File: src/rtl/dpc_ctrl.sv
// Frame sequencer for the defect-pixel-correction line buffer: drives the datapath shift
// enable, tracks the window-centre pixel position, flags border bypass and flushes the frame tail.
module dpc_ctrl #(
    parameter int H   = 720,
    parameter int V   = 480,
    parameter int LAT = 2*H+2
) (
    input  logic                 clk,
    input  logic                 rstn,
    input  logic                 cfg_en,
    input  logic                 in_valid,
    input  logic                 in_sof,
    output logic                 in_ready,
    output logic                 sft_en,
    output logic                 out_valid,
    output logic                 out_sof,
    output logic                 out_eol,
    output logic                 out_eof,
    output logic [$clog2(V)-1:0] out_row,
    output logic [$clog2(H)-1:0] out_col,
    output logic                 dp_bypass,
    output logic                 busy,
    output logic                 err_sof
);
    localparam int RW  = $clog2(V);
    localparam int CLW = $clog2(H);
    localparam int NW  = $clog2(H*V+LAT+1);

    localparam logic [NW-1:0]  N_ONE     = NW'(1);
    localparam logic [NW-1:0]  N_LAT     = NW'(LAT);
    localparam logic [NW-1:0]  N_LASTPIX = NW'(H*V-1);
    localparam logic [NW-1:0]  N_END     = NW'(H*V+LAT-1);
    localparam logic [RW-1:0]  R_ONE     = RW'(1);
    localparam logic [RW-1:0]  R_LO      = RW'(2);
    localparam logic [RW-1:0]  R_HI      = RW'(V-2);
    localparam logic [CLW-1:0] C_ONE     = CLW'(1);
    localparam logic [CLW-1:0] C_LO      = CLW'(2);
    localparam logic [CLW-1:0] C_HI      = CLW'(H-2);
    localparam logic [CLW-1:0] C_LAST    = CLW'(H-1);

    typedef enum logic [1:0] {IDLE, FILL, RUN, FLUSH} state_t;

    state_t         state_q, state_d;
    logic [NW-1:0]  in_cnt_q, in_cnt_d;
    logic [NW-1:0]  shift_cnt_q, shift_cnt_d;
    logic           en_lat_q, en_lat_d;
    logic           out_valid_q, out_sof_q, out_eol_q, out_eof_q, dp_bypass_q, err_sof_q;
    logic [RW-1:0]  out_row_q, row_d;
    logic [CLW-1:0] out_col_q, col_d;
    logic           acc, produce, first_out, bypass;

    assign in_ready  = (state_q != FLUSH);
    assign acc       = in_valid & in_ready;
    assign sft_en    = (acc & (state_q != IDLE)) | (acc & in_sof & (state_q == IDLE))
                     | (state_q == FLUSH);
    assign busy      = (state_q != IDLE);
    // A shift emits a frame pixel once the first input has travelled LAT positions.
    assign produce   = sft_en & (state_q != IDLE) & (shift_cnt_q >= N_LAT);
    assign first_out = (shift_cnt_q == N_LAT);

    always_comb begin
        state_d     = state_q;
        in_cnt_d    = in_cnt_q;
        shift_cnt_d = shift_cnt_q;
        en_lat_d    = en_lat_q;
        case (state_q)
            IDLE: if (acc && in_sof) begin
                en_lat_d    = cfg_en;
                in_cnt_d    = N_ONE;
                shift_cnt_d = N_ONE;
                state_d     = FILL;
            end
            FILL: if (acc) begin
                in_cnt_d    = in_cnt_q + N_ONE;
                shift_cnt_d = shift_cnt_q + N_ONE;
                if (shift_cnt_q == N_LAT) state_d = RUN;
            end
            RUN: if (acc) begin
                in_cnt_d    = in_cnt_q + N_ONE;
                shift_cnt_d = shift_cnt_q + N_ONE;
                if (in_cnt_q == N_LASTPIX) state_d = FLUSH;
            end
            FLUSH: begin
                shift_cnt_d = shift_cnt_q + N_ONE;
                if (shift_cnt_q == N_END) begin
                    state_d     = IDLE;
                    in_cnt_d    = '0;
                    shift_cnt_d = '0;
                end
            end
            default: state_d = IDLE;
        endcase
    end

    // Raster position of the pixel being emitted, kept as wrap counters.
    always_comb begin
        row_d = out_row_q;
        col_d = out_col_q;
        if (first_out) begin
            row_d = '0;
            col_d = '0;
        end else if (out_col_q == C_LAST) begin
            col_d = '0;
            row_d = out_row_q + R_ONE;
        end else begin
            col_d = out_col_q + C_ONE;
        end
        bypass = ~en_lat_q | (row_d < R_LO) | (row_d >= R_HI) | (col_d < C_LO) | (col_d >= C_HI);
    end

    always_ff @(posedge clk or negedge rstn) begin
        if (!rstn) begin
            state_q     <= IDLE;
            in_cnt_q    <= '0;
            shift_cnt_q <= '0;
            en_lat_q    <= 1'b0;
            out_valid_q <= 1'b0;
            out_sof_q   <= 1'b0;
            out_eol_q   <= 1'b0;
            out_eof_q   <= 1'b0;
            dp_bypass_q <= 1'b0;
            err_sof_q   <= 1'b0;
            out_row_q   <= '0;
            out_col_q   <= '0;
        end else begin
            state_q     <= state_d;
            in_cnt_q    <= in_cnt_d;
            shift_cnt_q <= shift_cnt_d;
            en_lat_q    <= en_lat_d;
            out_valid_q <= produce;
            out_sof_q   <= produce & first_out;
            out_eol_q   <= produce & (col_d == C_LAST);
            out_eof_q   <= produce & (shift_cnt_q == N_END);
            dp_bypass_q <= produce & bypass;
            err_sof_q   <= acc & in_sof & ((state_q == FILL) || (state_q == RUN));
            if (produce) begin
                out_row_q <= row_d;
                out_col_q <= col_d;
            end
        end
    end

    assign out_valid = out_valid_q;
    assign out_sof   = out_sof_q;
    assign out_eol   = out_eol_q;
    assign out_eof   = out_eof_q;
    assign out_row   = out_row_q;
    assign out_col   = out_col_q;
    assign dp_bypass = dp_bypass_q;
    assign err_sof   = err_sof_q;
endmodule

File: config.mk
export PLATFORM = sky130hd
export DESIGN_NAME = dpc_ctrl
export DESIGN_NICKNAME = d
export VERILOG_FILES = /design/src/rtl/dpc_ctrl.sv
export SDC_FILE = /design/constraint.sdc
export NUM_CORES = 1
export LEC_CHECK = 0
export ABC_AREA = 1
export CORE_MARGIN = 4
export CORE_UTILIZATION = 60
export CTS_BUF_LIST = sky130_fd_sc_hd__clkbuf_4
export CTS_CLUSTER_SIZE = 12
export DETAILED_ROUTE_END_ITERATION = 7
export PLACE_DENSITY = 0.78
export SETUP_SLACK_MARGIN = 0.4
export SLEW_MARGIN = 20
export SYNTH_ARGS = -nofsm -noshare
export SYNTH_HDL_FRONTEND = slang
export SYNTH_SLANG_ARGS = --single-unit
File: constraint.sdc
create_clock -name clk -period 2.6 [get_ports clk]
set_input_delay 0.52 -clock clk [delete_from_list [all_inputs] [get_ports clk]]
set_output_delay 0.52 -clock clk [all_outputs]
set_load 0.005 [all_outputs]
==> metrics.md <==
| Metric | Value |
|---|---|
| Antenna Nets Post-Route | 0 |
| Min Tclk post-route | 2140 ps |
| Max-cap violations | 0 |
| Share of layout cells above drive strength 1 | 0.136 |
| Period utilisation layout | 0.823 |
| Syn Inst Count | 628 |
| IO Count | 33 |
| Worst Path Required | 2080 ps |
| DR vias/cell | 5.44 |
| Initial Util | 0.614 |
| Max-slew violation count | 0 |
| Worst slack at placement | 78.0 ps |
| Max IR drop VDD | 0.393 mV |
| CORE AREA | 7210 sq um |
| P&R area growth vs syn | 16.8% |
| GRT Overall Usage | 0.253 |
| CTS tree | yes |
| Cts hold-fix bufs | 0 |
| Vias in the first global route | 3932 |
| CP endpoint | sft_en |
| Cell taking the most area after synthesis | dfrtp_1 |
| Met3 wire length | 589 um |
| Worst-case clock buffer depth | 2 |
| Async SR Flop Fraction | 1.00 |
| Setup TNS Final | 0 ps |
| Gr ovfl total | 0 |
| Chip height | 93.9 um |
| Critical R2R Capture | out_col[7] |
| Class of the tightest hold or removal check | in2async |
| Die ar. | 8820 sq um |
| DR vias | 4290 |
| Critical path class | reg2out |
| R2R Path Start | state_q[0] |
| Pin count of the biggest net entering global routing | 67 |
| Sinks on Clock Net | 66 |
| Ant diodes | 0 |
| CP Capture Type | output pin |
| Final Instance Area | 5170 sq um |
| Most used DFF post-synth | dfrtp_1 |
| Initial drt markers | 254 |
| Clock Latency Late Sink | 400 ps |
| Final Worst Setup Slack | 460 ps |
| Clock skew | 16.3 ps |
| Clock slew at reported path FFs | 110 ps |
| Met1 wire length | 4750 um |
| Final hold slack | 127 ps |
| Unrepaired setup endpoints after global routing | true |
| CP Max Fanout | 5 |
| #FFs+latches synth | 66 |
| Number of synthesized flops with an enable pin | 0 |
| Count of cell types in the netlist | 42 |
| Placement Rows | 31 |
| Post-detail-place hpwl | 7850 um |
| DRC errors left | 0 |
| CP startpoint | state_q[0] |
| First-pass GRT wire length | 18000 um |
| First-pass DRT Iterations | 5 |
| Nets | 701 |
| Avg WL per Cell | 13.6 um |
| Status | finished clean |
| Slew margin rel. | 0.671 |
| FF-to-FF path depth | 13 |
| TritonCTS Buffers | 9 |
| Mean Syn Cell Area | 7.05 sq um |
| R2R setup slack | 530 ps |
| Slew @ Worst Pin | 489 ps |
| Placed Instances | 759 |
| FMAX | 467 MHz |
| Mapped cell area | 4430 sq um |
| Non-filler cells, final | 788 |
| Clock Root Buffer | clkbuf_4 |
| Hold Violations, Final | 0 |
| Routability Congestion | 0.948 |
| Total power | 2.86 mW |
| Net count after synthesis | 644 |
| Final core occ | 0.717 |
| Synth warnings | 0 |
| Port Buffers | 32 |
| Final setup violation count | 0 |
| Antenna violations before repair | 0 |
| Die X | 93.9 um |
| Post-synth top area share | 0.373 |
| Lkg Pwr | 2.41 nW |
| Cell Pwr Density | 553 nW/um^2 |
| Sequential element share of the synthesized area | 0.373 |
| WL met2 | 5170 um |
| Arr. time, crit path | 1620 ps |
| H-tree levels | 3 |
| DP Area | 4900 sq um |
| Startpoint class of the critical path | flop |
| Top Metal Used | met4 |
| Synth top area cells | dfrtp_1 (37%), nand2_1 (14%), nor2_1 (6.6%) |
| Final wirelength | 10700 um |
-- synth_stat cells, types with 2 or more instances --
cell,number
ha_1,11
o22ai_1,3
xnor2_1,4
nand2_2,9
nor2_1,78
a21oi_2,2
nand3_1,49
a21oi_1,17
nand2_1,171
buf_6,5
nand4_1,18
nor4_1,7
inv_2,9
buf_2,3
dfrtp_1,66
xor2_1,10
o21a_1,6
nand3_2,4
inv_1,73
o21ai_1,17
o21ai_0,17
nand3_4,3
buf_4,2
o31ai_1,2
a21boi_1,2
nor2_2,4
nor3_1,18
nor3_2,3
nor2_4,2
-- metal layers --
| metal | vias up | global-route usage |
|---|---|---|
| li1 | 2151 | - |
| met1 | 1978 | 0.338 |
| met2 | 143 | 0.423 |
| met3 | 18 | 0.0256 |
| met4 | 0 | 0.0975 |
| met5 | - | 0 |
-- final cells by class --
class	count	area, sq um
multi-input combinational	468	2440
fill	575	2040
sequential	66	1650
timing repair buffer	56	527
inverter	84	322
tap	99	124
clock buffer	11	82.6
clock inverter	4	20.0
-- state kept, by name, summed over array words and instances, names as in the netlist --
| name | flops |
|---|---|
| shift_cnt_q | 19 |
| err_sof | 1 |
| state_q | 2 |
| en_lat_q | 1 |
| out_eol | 1 |
| out_valid | 1 |
| out_eof | 1 |
| out_sof | 1 |
| in_cnt_q | 19 |
| dp_bypass | 1 |
| out_row | 9 |
| out_col | 10 |
-- repair_timing --
item / in CTS / in global routing
buffers inserted: 3 / 10
pin swaps: 1 / 4
setup endpoints to repair: 3 / 36
gates resized for setup: 12 / 16
cloned: 0 / 1
-- logic make-up after synthesis --
family          after synthesis  synth area share
compound gates               70            0.0896
xor+xnor                     14            0.0277
fa+ha+maj                    11            0.0311
buf+inv                      95            0.0918
flops                        66             0.373
mux                           1           0.00254
simple gates                371             0.384
-- power breakdown --
group | internal [mW] | switching [mW] | leakage [nW]
logic | 0.353 | 0.533 | 1.54
clock network | 0.206 | 0.357 | 0.0578
registers | 1.20 | 0.217 | 0.814
total | 1.75 | 1.11 | 2.41
-- critical path, cell delays in order (launching register included) --
cell      delay (ps)
dfrtp_2          460
ha_4             190
inv_4             80
nand2_4           50
o211ai_1         280
buf_2            180
-- how the worst min path moves through the flow --
stage	from	end	slack [ps]	cells past startpoint
after floorplan	rstn	dp_bypass	220	0
after global placement	in_cnt_q[17]	in_cnt_q[17]	520	1
after detailed placement	en_lat_q	en_lat_q	520	1
after CTS	rstn	out_col[5]	130	2
after global routing	rstn	out_col[5]	140	2
final	rstn	out_col[5]	130	2
-- cell usage in the layout (no fill, tap or decap), drive strengths merged, types with 11 or more instances in the layout --
| cell | count |
|---|---|
| a21oi | 19 |
| buf | 26 |
| clkbuf | 11 |
| clkdlybuf4s50 | 29 |
| dfrtp | 66 |
| ha | 11 |
| inv | 82 |
| nand2 | 181 |
| nand3 | 57 |
| nand4 | 18 |
| nor2 | 84 |
| nor3 | 22 |
| o21ai | 34 |
No activity file was read; power rests on OpenSTA's default activity.
